### config.mk
export PLATFORM = sky130hd
export DESIGN_NAME = bridge_arbiter
export DESIGN_NICKNAME = d
export VERILOG_FILES = /design/src/rtl/bridge_arbiter.sv
export SDC_FILE = /design/constraint.sdc
export NUM_CORES = 1
export LEC_CHECK = 0
export BUFFER_PORTS_ARGS = -buffer_cell sky130_fd_sc_hd__buf_2
export CORE_ASPECT_RATIO = 0.75
export CORE_UTILIZATION = 40
export CTS_BUF_LIST = sky130_fd_sc_hd__clkbuf_4
export CTS_CLUSTER_DIAMETER = 200
export DETAILED_ROUTE_END_ITERATION = 6
export SLEW_MARGIN = 10
export SYNTH_ARGS = -nofsm -noshare
export SYNTH_HDL_FRONTEND = slang
export SYNTH_SLANG_ARGS = --single-unit
### constraint.sdc
create_clock -name clk -period 4.5 [get_ports clk]
set_input_delay 0.675 -clock clk [delete_from_list [all_inputs] [get_ports clk]]
set_output_delay 0.675 -clock clk [all_outputs]
set_load 0.05 [all_outputs]
### src/rtl/bridge_arbiter.sv
// bridge_arbiter
//   Shares one downstream bridge target between NUM_REQ bridge-style
//   requesters (e.g. the APF host bridge and a core-side loader). Every
//   wr/rd pulse is captured into a one-deep slot per requester. A scheduler
//   replays at most one captured transaction per cycle onto the target port.
//   Read data comes back through a fixed-latency tag pipeline and is routed
//   to the requester that issued the read.
//
//   Optional feature macro: BRIDGE_ARBITER_FIXED_PRIO_EN
//     defined   -> fixed priority; the lowest pending index always wins.
//     undefined -> round-robin; the search starts after the last grant.
//
// Parameters
//   NUM_REQ       number of requesters (2..8)
//   READ_LATENCY  cycles from tgt_rd high to valid tgt_rd_data (1..8)
//
// Ports
//   clk, reset_n            clock, asynchronous active-low reset
//   req_addr/req_wr_data    per-requester address / write data, [32*i +: 32]
//   req_wr/req_rd           per-requester single-cycle write / read pulses
//   req_rd_data/_valid      returned read data and its one-cycle strobe
//   req_pending             slot i holds an unissued transaction
//   req_overflow            sticky: a pulse to requester i was dropped
//   tgt_*                   shared downstream bridge target port

`default_nettype none

module bridge_arbiter #(
    parameter int NUM_REQ      = 2,
    parameter int READ_LATENCY = 2
) (
    input  logic                   clk,
    input  logic                   reset_n,
    input  logic [NUM_REQ*32-1:0]  req_addr,
    input  logic [NUM_REQ*32-1:0]  req_wr_data,
    input  logic [NUM_REQ-1:0]     req_wr,
    input  logic [NUM_REQ-1:0]     req_rd,
    output logic [NUM_REQ*32-1:0]  req_rd_data,
    output logic [NUM_REQ-1:0]     req_rd_valid,
    output logic [NUM_REQ-1:0]     req_pending,
    output logic [NUM_REQ-1:0]     req_overflow,
    output logic [31:0]            tgt_addr,
    output logic [31:0]            tgt_wr_data,
    output logic                   tgt_wr,
    output logic                   tgt_rd,
    input  logic [31:0]            tgt_rd_data
);

    localparam int ID_W = (NUM_REQ > 1) ? $clog2(NUM_REQ) : 1;

    logic [NUM_REQ-1:0] slot_valid;
    logic [NUM_REQ-1:0] slot_is_wr;
    logic [31:0]        slot_addr [NUM_REQ];
    logic [31:0]        slot_data [NUM_REQ];

    logic               grant_any;
    logic [ID_W-1:0]    grant_id;
    logic [NUM_REQ-1:0] grant_vec;
    logic [NUM_REQ-1:0] pulse;
    logic [NUM_REQ-1:0] take;

    logic [ID_W-1:0]         issue_id;
    logic [READ_LATENCY-1:0] tag_valid;
    logic [ID_W-1:0]         tag_id [READ_LATENCY];

`ifndef BRIDGE_ARBITER_FIXED_PRIO_EN
    logic [ID_W-1:0] rr_ptr;
`endif

    // Grant selection over pending slots. Candidates are visited from the
    // lowest priority to the highest so the last match is the winner.
    always_comb begin
        grant_any = 1'b0;
        grant_id  = '0;
`ifdef BRIDGE_ARBITER_FIXED_PRIO_EN
        for (int i = NUM_REQ - 1; i >= 0; i--) begin
            if (slot_valid[i]) begin
                grant_any = 1'b1;
                grant_id  = ID_W'(i);
            end
        end
`else
        // Distance k from the pointer: k = 1 is the first slot after the
        // last grant, k = NUM_REQ is the last granted slot itself.
        for (int k = NUM_REQ; k >= 1; k--) begin
            for (int i = 0; i < NUM_REQ; i++) begin
                if (slot_valid[i] && (((int'(rr_ptr) + k) % NUM_REQ) == i)) begin
                    grant_any = 1'b1;
                    grant_id  = ID_W'(i);
                end
            end
        end
`endif
    end

    assign grant_vec   = grant_any ? (NUM_REQ'(1) << grant_id) : '0;
    assign pulse       = req_wr | req_rd;
    // A slot accepts a pulse when empty or when it is being drained this cycle.
    assign take        = pulse & (~slot_valid | grant_vec);
    assign req_pending = slot_valid;

    // Slot capture, drain and sticky overflow. A simultaneous wr+rd keeps
    // the write and counts the lost read as an overflow.
    always_ff @(posedge clk or negedge reset_n) begin
        if (!reset_n) begin
            slot_valid   <= '0;
            slot_is_wr   <= '0;
            req_overflow <= '0;
            for (int i = 0; i < NUM_REQ; i++) begin
                slot_addr[i] <= '0;
                slot_data[i] <= '0;
            end
        end else begin
            for (int i = 0; i < NUM_REQ; i++) begin
                if (take[i]) begin
                    slot_valid[i] <= 1'b1;
                    slot_is_wr[i] <= req_wr[i];
                    slot_addr[i]  <= req_addr[32*i +: 32];
                    slot_data[i]  <= req_wr_data[32*i +: 32];
                end else if (grant_vec[i]) begin
                    slot_valid[i] <= 1'b0;
                end
                if ((pulse[i] && !take[i]) || (req_wr[i] && req_rd[i])) begin
                    req_overflow[i] <= 1'b1;
                end
            end
        end
    end

    // Target issue register. Address and data hold their last values while
    // idle; the strobes are high only for the cycle after a grant.
    always_ff @(posedge clk or negedge reset_n) begin
        if (!reset_n) begin
            tgt_wr      <= 1'b0;
            tgt_rd      <= 1'b0;
            tgt_addr    <= '0;
            tgt_wr_data <= '0;
            issue_id    <= '0;
`ifndef BRIDGE_ARBITER_FIXED_PRIO_EN
            rr_ptr      <= ID_W'(NUM_REQ - 1);
`endif
        end else begin
            tgt_wr <= grant_any && slot_is_wr[grant_id];
            tgt_rd <= grant_any && !slot_is_wr[grant_id];
            if (grant_any) begin
                tgt_addr    <= slot_addr[grant_id];
                tgt_wr_data <= slot_data[grant_id];
                issue_id    <= grant_id;
`ifndef BRIDGE_ARBITER_FIXED_PRIO_EN
                rr_ptr      <= grant_id;
`endif
            end
        end
    end

    // Read tag pipeline, fed from the registered strobe so the last stage
    // lines up with the cycle in which the target presents read data.
    always_ff @(posedge clk or negedge reset_n) begin
        if (!reset_n) begin
            tag_valid <= '0;
            for (int i = 0; i < READ_LATENCY; i++) begin
                tag_id[i] <= '0;
            end
        end else begin
            tag_valid[0] <= tgt_rd;
            tag_id[0]    <= issue_id;
            for (int i = 1; i < READ_LATENCY; i++) begin
                tag_valid[i] <= tag_valid[i-1];
                tag_id[i]    <= tag_id[i-1];
            end
        end
    end

    // Read return routing: sample the target data into the owning
    // requester's register and strobe its valid for one cycle.
    always_ff @(posedge clk or negedge reset_n) begin
        if (!reset_n) begin
            req_rd_data  <= '0;
            req_rd_valid <= '0;
        end else begin
            req_rd_valid <= '0;
            for (int i = 0; i < NUM_REQ; i++) begin
                if (tag_valid[READ_LATENCY-1] && (tag_id[READ_LATENCY-1] == ID_W'(i))) begin
                    req_rd_valid[i]        <= 1'b1;
                    req_rd_data[32*i +: 32] <= tgt_rd_data;
                end
            end
        end
    end

endmodule

`default_nettype wire
# --- Word-level counts from Yosys, hierarchy flattened ---
# Index checks and enable logic that the tools add are counted.
classes:
  n_eq_ne: 2
  shift: 1
  n_bitwise: 8
  multipliers: 0
  muxes: 22
  div_mod_pow: 0
  addsub: 2
  n_lt_le_gt_ge: 2
  reduce_logical: 21
ops:
  columns: ["operator", "count"]
  rows:
  - ["32-bit 2-to-1 mux", 6]
  - ["32-bit logical NOT", 2]
  - ["1-bit 2-to-1 mux", 15]
  - ["1-bit logical AND", 12]
  - ["2-bit == test (second input constant)", 2]
  - ["2-bit OR", 2]
  - ["2-bit nonzero test", 2]
  - ["1-bit logical NOT", 3]
  - ["1-bit adder (second input constant)", 2]
  - ["1-bit bitwise AND (first input constant)", 2]
  - ["2-bit bitwise AND", 1]
  - ["2-bit >= comparator (second input constant)", 1]
  - ["1-bit logical OR", 2]
  - ["1-bit by 2-bit less-than comparator with 1-bit output (second input constant)", 1]
  - ["2-bit 2-to-1 mux", 1]
  - ["1-bit inverter with 2-bit output", 1]
  - ["2-bit inverter", 1]
  - ["1-bit by 1-bit << shifter with 2-bit output (first input constant)", 1]
  - ["1-bit inverter", 1]
totals:
  romBits: 0
  ff_bits: 272
  memories: 0
  latchBits: 0
  mem_bits_rw: 0

# --- Longest topological paths before layout ---
# Gate-level depths: netlist of the first run.
depth:
  word_depth: 14
  depth_mapped: 6
  depth_no_buf: 3

# --- Worst setup path before layout of the first run ---
# Ideal clock, no wire load.
synth_timing:
  kind: "reg2reg"
  from: "register slot_valid[1], in the netlist req_pending[1]"
  to: "register slot_addr[36] (netlist name)"
  required_ns: 4.375
  arrival_time_ns: 1.687
  path_stages_with_launch: 7
  path_slack_ns: 2.688
  cell_sequence: "dfrtp_1 > buf_2 > nand3b_4 > o21a_1 > buf_6 > buf_8 > mux2_4"
synth_between:
  elab_chain_len: 8
synth_rtl:
  columns: ["element", "line", "source"]
  rows:
  - ["start, declared", "51", "logic [NUM_REQ-1:0] slot_valid;"]
  - ["start signal, assigned", "106", "slot_valid <= '0;"]
  - ["start signal, assigned by index", "116", "slot_valid[i] <= 1'b1;"]
  - ["start signal, assigned by index", "121", "slot_valid[i] <= 1'b0;"]
  - ["1-bit logical AND", "87", "if (slot_valid[i] && (((int'(rr_ptr) + k) % NUM_REQ) == i)) begin"]
  - ["1-bit 2-to-1 mux (3 in a row)", "87", null]
  - ["1-bit by 1-bit << shifter with 2-bit output", "96", "assign grant_vec = grant_any ? (NUM_REQ'(1) << grant_id) : '0;"]
  - ["2-bit 2-to-1 mux *", "96", null]
  - ["2-bit OR *", "99", "assign take = pulse & (~slot_valid | grant_vec);"]
  - ["2-bit bitwise AND *", "99", null]
  - ["end signal, assigned by index", "118", "slot_addr[i] <= req_addr[32*i +: 32];"]
  - ["end, declared", "53", "logic [31:0] slot_addr [NUM_REQ];"]
# Mark *: on every way between the ends. The rest lies on a longest branch, timed or not.
# A chain may end at the register's enable or synchronous reset.

# --- Worst setup path after layout of the first run ---
layout_timing:
  from: "register slot_valid[0], in the netlist req_pending[0]"
  to: "output port req_pending[0]"
layout_rtl:
  columns: ["element", "line", "source"]
  rows:
  - ["end, declared", "40", "output logic [NUM_REQ-1:0] req_pending,"]
# No word-level cell between the ends.

==> flow_summary_export.csv, run 1 <==
group,metric,value,unit
logic_synthesis,synthDistinctLibCells,26,
global_route,track_usage,0.196,
sta,finalHoldViolations,0,
clocking,insertion_delay,670,ps
sta,timing.setup.tns,0,ps
setup_path,cp.arrival,2460,ps
sta,fmax,0.319,GHz
clocking,clk_pin_slew,70,ps
status,status,"completed",
setup_path,worst-path-max-fanout,47,
die,core,0.0274,mm²
detailed_routing,first_pass_iters,5,
detailed_routing,drt_iter0_drc,302,
die,die_y,148,µm
finish,area_delta_synth_final,23.7,%
logic_synthesis,synth_area_per_cell,14.1,µm²
placed_design,dp_hpwl,18.2,mm
pwr,cellLeakagePower,6.60,nW
setup_path,crit_path_start_kind,"flop",
logic_synthesis,syn-instance-count,804,
clocking,htreeDepth,3,
hold_path,hp-class,"in -> reg",
sta,tightest_slew,1080,ps
detailed_routing,wl_per_cell,17.9,µm
logic_synthesis,ys_seq_elements,272,
logic_synthesis,synth-adder-area-share,0,
sta,drv_slew,0,
global_route,antenna_found_initial,7,
setup_path,crit_required,3830,ps
finish,nets,1307,
detailed_routing,viasPerCell,4.81,
logic_synthesis,synth_fp_nets,970,
clocking,clock_sinks,272,
setup_path,path_class,"reg -> out",
sta,rsz0062_at_grt,"no",
clocking,clockBufferDepth,3,
global_route,grt_pass1_vias,7977,
die,die_area,0.0290,mm²
pwr,irDropWorstVdd,0.000409,V
clocking,cts_tree,"done",
finish,fillers,2473,
logic_synthesis,synth_compound_area_frac,0.0432,
sta,fin_crit_sh,0.696,
detailed_routing,ant_nets,0,
logic_synthesis,synth_area,0.0113,mm²
pwr,power.density,882,mW/mm²
sta,finClkSkew,32.8,ps
clocking,cts_made_buffers,71,
clocking,cts_root_buf,"clkbuf_4",
pwr,report.power.total,0.0123,W
logic_synthesis,ys_warn_count,0,
detailed_routing,drc,0,
setup_path,critPathCaptureType,"output port",
placed_design,port_buffers,301,
global_route,overflow,0,
setup_path,rrSetupSlack,1880,ps
sta,period_minus_slack,3130,ps
finish,drive_gt1_frac,0.580,
global_route,grt_max_degree,120,
logic_synthesis,synth_area_leaders,"dfrtp_1 60%, mux2_2 19%, mux2_4 8.0%, nor2_1 4.3%, o22ai_1 3.6%",
detailed_routing,drt_wl_total,27.9,mm
finish,finalNonFillerCells,1560,
placed_design,dp.cells,1445,
clocking,cts_resized,0,
logic_synthesis,synthMuxAreaShare,0.275,
logic_synthesis,synthSimpleGateAreaFrac,0.0498,
detailed_routing,vias,7511,
job,drv_cap,0,
sta,setup_viol,0,
logic_synthesis,seq_area_frac_synth,0.601,
logic_synthesis,synth_top_area_frac,0.599,
die,rows,52,
global_route,grt_pass1_wl,43.7,mm
die,die_w,196,µm
logic_synthesis,synth_top_family_by_area,"multiplexers",
die,num_io_pins,302,
die,initial_core_util,0.413,
placed_design,place_congestion,0.757,
logic_synthesis,yosysTopAreaCell,"dfrtp_1",
sta,slew_headroom,0.279,
logic_synthesis,synth-xor-area-share,0,
-- power breakdown --
| group | internal (W) | switching [W] | total, W | leakage [nW] |
|---|---|---|---|---|
| clock network | 0.00117 | 0.000958 | 0.00213 | 0.516 |
| registers | 0.00364 | 0.000728 | 0.00437 | 3.14 |
| logic | 0.00210 | 0.00374 | 0.00584 | 2.94 |
| total | 0.00692 | 0.00543 | 0.0123 | 6.60 |
-- Yosys cell counts --
cell type  instances
a21bo_2            1
a21oi_1            2
a22o_1             1
a31oi_1            1
buf_1              9
buf_2             21
buf_4              2
buf_6              6
buf_8              6
clkbuf_1           7
dfrtp_1          271
dfstp_2            1
inv_1              4
mux2_2           196
mux2_4            60
nand2_1            9
nand2b_1           1
nand3_1            2
nand3b_4           1
nor2_1           130
nor2b_1            1
o2111ai_1          1
o21a_1             2
o21ai_0            3
o221ai_1           1
o22ai_1           65
-- repair_timing --
action | CTS | global route
setup buffers | 0 | 0
hold buffers | 1 | 0
endpoints found under the hold margin | 30 | 0
-- worst paths after layout --
path,startpoint,endpoint,depth (start not counted)
worst max-delay path,req_pending[0]$_DFFE_PN0P_,req_pending[0],2
worst min-delay path,req_wr_data[26],slot_data[58]$_DFFE_PN0P_,2
worst max register to register,req_pending[0]$_DFFE_PN0P_,tgt_addr[19]$_DFFE_PN0P_,4
worst min register to register,tag_id[1]$_DFF_PN0_,tag_id[0]$_DFF_PN0_,0
max in group asynchronous,reset_n,tgt_addr[13]$_DFFE_PN0P_,3
min in group asynchronous,reset_n,slot_data[46]$_DFFE_PN0P_,2
-- flip-flops by register name, indices dropped and copies added (netlist names) --
| name | count |
|---|---|
| req_rd_data | 64 |
| slot_addr | 64 |
| slot_data | 64 |
| tgt_addr | 32 |
| tgt_wr_data | 32 |
| req_overflow | 2 |
| req_pending | 2 |
| req_rd_valid | 2 |
| slot_is_wr | 2 |
| tag_id | 2 |
| tag_valid | 2 |
| issue_id | 1 |
| rr_ptr | 1 |
| tgt_rd | 1 |
| tgt_wr | 1 |
-- cell families (layout without fill, tap and decap cells) --
kind of cell / Yosys count / count (layout)
AOI/OAI and AO/OA: 77 / 77
buffers and inverters: 55 / 430
DFF: 272 / 272
muxes: 256 / 256
other: 0 / 3
and+or+nand+nor: 144 / 144
-- cell usage in the layout (no fill, tap or decap), types with 2 or more instances in the layout --
| master | n |
|---|---|
| buf_2 | 300 |
| inv_2 | 2 |
| nand2_1 | 8 |
| mux2_4 | 60 |
| bufinv_16 | 3 |
| clkbuf_4 | 99 |
| nand3_1 | 2 |
| buf_4 | 12 |
| a21oi_1 | 2 |
| o22ai_1 | 65 |
| o21ai_0 | 3 |
| diode_2 | 3 |
| nor2_1 | 130 |
| inv_1 | 4 |
| dfrtp_1 | 269 |
| mux2_2 | 196 |
| clkinv_1 | 6 |
-- critical path: stages (launching register included) --
cell and delay (ps):
dfrtp_4 900, buf_4 530, buf_2 350
-- per-stage QoR --
stage / setup slack [ps] / utilization / area [µm²] / hold slack (ps)
3_5_place_dp: 1850 / 0.479 / 13100 / 335
4_1_cts: 1260 / 0.511 / 14000 / 151
6_report: 1370 / 0.511 / 14000 / 229
2_1_floorplan: 2690 / - / 11300 / 331
3_3_place_gp: 1870 / 0.479 / 13100 / 332
5_1_grt: 1210 / 0.511 / 14000 / 158
-- layer usage --
metal | GRT usage | wire, µm | share of wire | vias up
met4 | 0.0770 | 546 | 0.020 | 8
met2 | 0.290 | 12300 | 0.44 | 249
li1 | - | - | - | 3544
met1 | 0.265 | 13000 | 0.47 | 3659
met5 | 0 | 49 | 0.0018 | -
met3 | 0.0680 | 2000 | 0.072 | 51
-- final cells by class --
type                    count  area (µm²)  share of cell area
clock buffers              99         743              0.0531
inverters                   4        15.0             0.00107
flip-flops and latches    272        6810               0.486
repair buffers            315        1640               0.117
clock inverters            12         128             0.00911
diodes                      3        7.51            0.000536
multi-input cells         477        4190               0.299
well taps                 378         473              0.0338
Note: power is estimated with default switching activity, not from simulation.
==> run 2: changes to the inputs <==
ABC_AREA = 1   (was not set)
PLACE_DENSITY = 0.66   (was not set)
clock period = 2.6 ns   (was 4.5 ns; I/O delays follow)
==> flow_summary_export.csv, run 2 <==
group,metric,value,unit
logic_synthesis,syn-instance-count,1335,
setup_path,path_class,"reg -> out",
pwr,power.density,1330,mW/mm²
die,rows,52,
sta,finalHoldViolations,0,
clocking,insertion_delay,670,ps
setup_path,crit_required,2210,ps
setup_path,crit_buf_inv,1,
die,die_w,196,µm
logic_synthesis,async_flop_share,1.00,
logic_synthesis,seq_area_frac_synth,0.602,
clocking,clock_sinks,272,
logic_synthesis,synth_compound_area_frac,0.0301,
finish,final_cell_mix,"464 x nand2_1, 300 x buf_2, 270 x dfrtp_1",
pwr,power_switching_share,0.480,
die,die_y,148,µm
setup_path,worst_path_dominant_cell_family,"flip-flops",
logic_synthesis,synthMuxAreaShare,0,
logic_synthesis,synth_area_leaders,"dfrtp_1 60%, nand2_1 16%, nand3_1 11%, inv_1 3.5%, o21ai_0 2.9%",
pwr,p_clk_frac,0.182,
logic_synthesis,synth.most_common_cell,"nand2_1",
detailed_routing,vias,10800,
logic_synthesis,yosys_most_used_dff,"dfrtp_1",
die,die_area,0.0290,mm²
sta,slew_headroom,0.560,
global_route,grt_max_degree,111,
detailed_routing,ant_nets,0,
finish,finalNonFillerCells,2234,
logic_synthesis,synth-xor-area-share,0,
job,drv_cap,0,
logic_synthesis,synth_top_area_frac,0.600,
logic_synthesis,yosysTopAreaCell,"dfrtp_1",
logic_synthesis,ys_seq_elements,272,
logic_synthesis,synthSimpleGateAreaFrac,0.295,
global_route,track_usage,0.250,
setup_path,critPathCaptureType,"output port",
pwr,p_sw,0.0101,W
clocking,cts_tree,"done",
finish,layout_commonest_cell,"nand2_1",
clocking,htreeDepth,3,
sta,hold_ws,286,ps
logic_synthesis,synth-adder-area-share,0,
detailed_routing,wl_per_cell,15.7,µm
pwr,report.power.total,0.0210,W
setup_path,rrSetupSlack,690,ps
setup_path,r2r_start,"req_pending[1]$_DFFE_PN0P_",
clocking,cts_made_buffers,71,
detailed_routing,first_pass_iters,7,
global_route,overflow,0,
setup_path,cp_slowest_cell,"dfrtp_2",
finish,reg.largest.list,"req_rd_data x64, slot_addr x64, slot_data x64",
finish,drive_gt1_frac,0.243,
clocking,clockBufferDepth,3,
setup_path,crit_path_start_kind,"flop",
setup_path,r2r-end,"req_overflow[1]$_DFFE_PN0P_",
sta,fmax,0.484,GHz
sta,tightest_slew,660,ps
placed_design,dp.cells,1954,
logic_synthesis,synth_edf_count,0,
sta,period_minus_slack,2070,ps
finish,postLayoutCoreUtil,0.576,
pwr,combPwrFrac,0.463,
setup_path,reg2reg_depth,4,
placed_design,port_buffers,301,
sta,drv_slew,0,
setup_path,cp_slowest_stage_delay,640,ps
global_route,grt_pass1_wl,57.1,mm
sta,timing.setup.tns,0,ps
detailed_routing,drt_iter0_drc,670,
clocking,clk_pin_slew,70,ps
global_route,antenna_found_initial,2,
sta,setup_viol,0,
sta,rsz0062_at_grt,"no",
logic_synthesis,synth_area_per_cell,8.47,µm²
clocking,cts_root_buf,"clkbuf_4",
sta,finClkSkew,35.9,ps
finish,nets,1983,
finish,area_delta_synth_final,39.5,%
setup_path,worst-path-max-fanout,16,
die,num_io_pins,302,
status,status,"completed",
logic_synthesis,ys_warn_count,0,
pwr,cellLeakagePower,8.50,nW
setup_path,crit_chain,"buf_2",
hold_path,hp-class,"in -> async",
logic_synthesis,synth_top_family_by_area,"simple AND/OR/NAND/NOR gates",
detailed_routing,drc,0,
placed_design,place_congestion,0.812,
logic_synthesis,synth_fp_nets,1501,
setup_path,cp.arrival,1680,ps
pwr,irDropWorstVdd,0.000752,V
placed_design,dp_hpwl,21.0,mm
detailed_routing,viasPerCell,4.84,
detailed_routing,drt_wl_total,35.1,mm
clocking,cts_resized,0,
die,core,0.0274,mm²
sta,fin_crit_sh,0.795,
logic_synthesis,synth_area,0.0113,mm²
pwr,power.internal,0.0109,W
logic_synthesis,synthDistinctLibCells,15,
logic_synthesis,synthTopCellsByCount,"469 x nand2_1, 271 x dfrtp_1, 259 x nand3_1",
global_route,grt_pass1_vias,11200,
die,initial_core_util,0.413,
pwr,seqPwrFrac,0.355,
==> run 2: cell types whose count changed in the layout (fill, tap and decap cells not counted), sizes merged, moves of 65 or more <==
cell / change
nand3: +258
inv: +98
dlygate4sd3: +167
mux2: -256
nand2: +460
o22ai: -65
==> run 2: worst max path at each step <==
stage               slack, ps                       start  depth (start not counted)                        end
finish                    530  req_pending[1]$_DFFE_PN0P_                          1             req_pending[1]
detailed placement        710                   req_rd[1]                          7  slot_data[30]$_DFFE_PN0P_
global placement          720                   req_wr[0]                          6  slot_addr[49]$_DFFE_PN0P_
CTS                       460  req_pending[1]$_DFFE_PN0P_                          1             req_pending[1]
global route              430  req_pending[1]$_DFFE_PN0P_                          1             req_pending[1]
floorplan                1020  req_pending[1]$_DFFE_PN0P_                          6   slot_addr[0]$_DFFE_PN0P_
==> run 2: cell families (layout without fill, tap and decap cells) <==
logic type,count (synthesis),in the layout
AOI/OAI and AO/OA,68,68
other,0,2
DFF,272,272
buffers and inverters,196,715
and+or+nand+nor,799,799
==> run 2: layout make-up <==
type | count | area, µm²
Antenna cell | 2 | 5.00
Clock buffer | 99 | 743
Clock inverter | 11 | 150
Fill cell | 2441 | 11600
Inverter | 104 | 390
Multi-Input combinational cell | 867 | 3710
Sequential cell | 272 | 6810
Tap cell | 378 | 473
Timing Repair Buffer | 501 | 3490
==> run 2: timing repair <==
action | CTS | global route
buffers inserted | 0 | 0
endpoints found under the hold margin | 268 | 0
hold buffers | 168 | 0
==> run 2: through the flow <==
step	instance area, µm²	setup WS, ps
3_3_place_gp	13200	724
6_report	15800	532
4_1_cts	15800	456
5_1_grt	15800	427
2_1_floorplan	11300	1020
3_5_place_dp	13200	711
==> run 2: power by group through the flow <==
stage / Sequential, W / Combinational (W) / Clock, W
finish: 0.00748 / 0.00973 / 0.00383
global route: 0.00771 / 0.0106 / 0.00417
CTS: 0.00744 / 0.00977 / 0.00395
detailed placement: 0.00748 / 0.00955 / 0
global placement: 0.00743 / 0.00939 / 0
floorplan: 0.0107 / 0.00364 / 0
==> run 2: per-layer routing <==
layer | GRT usage | part of all wire
met5 | 0 | 0
met3 | 0.0577 | 0.069
met1 | 0.333 | 0.45
met2 | 0.391 | 0.46
met4 | 0.113 | 0.028
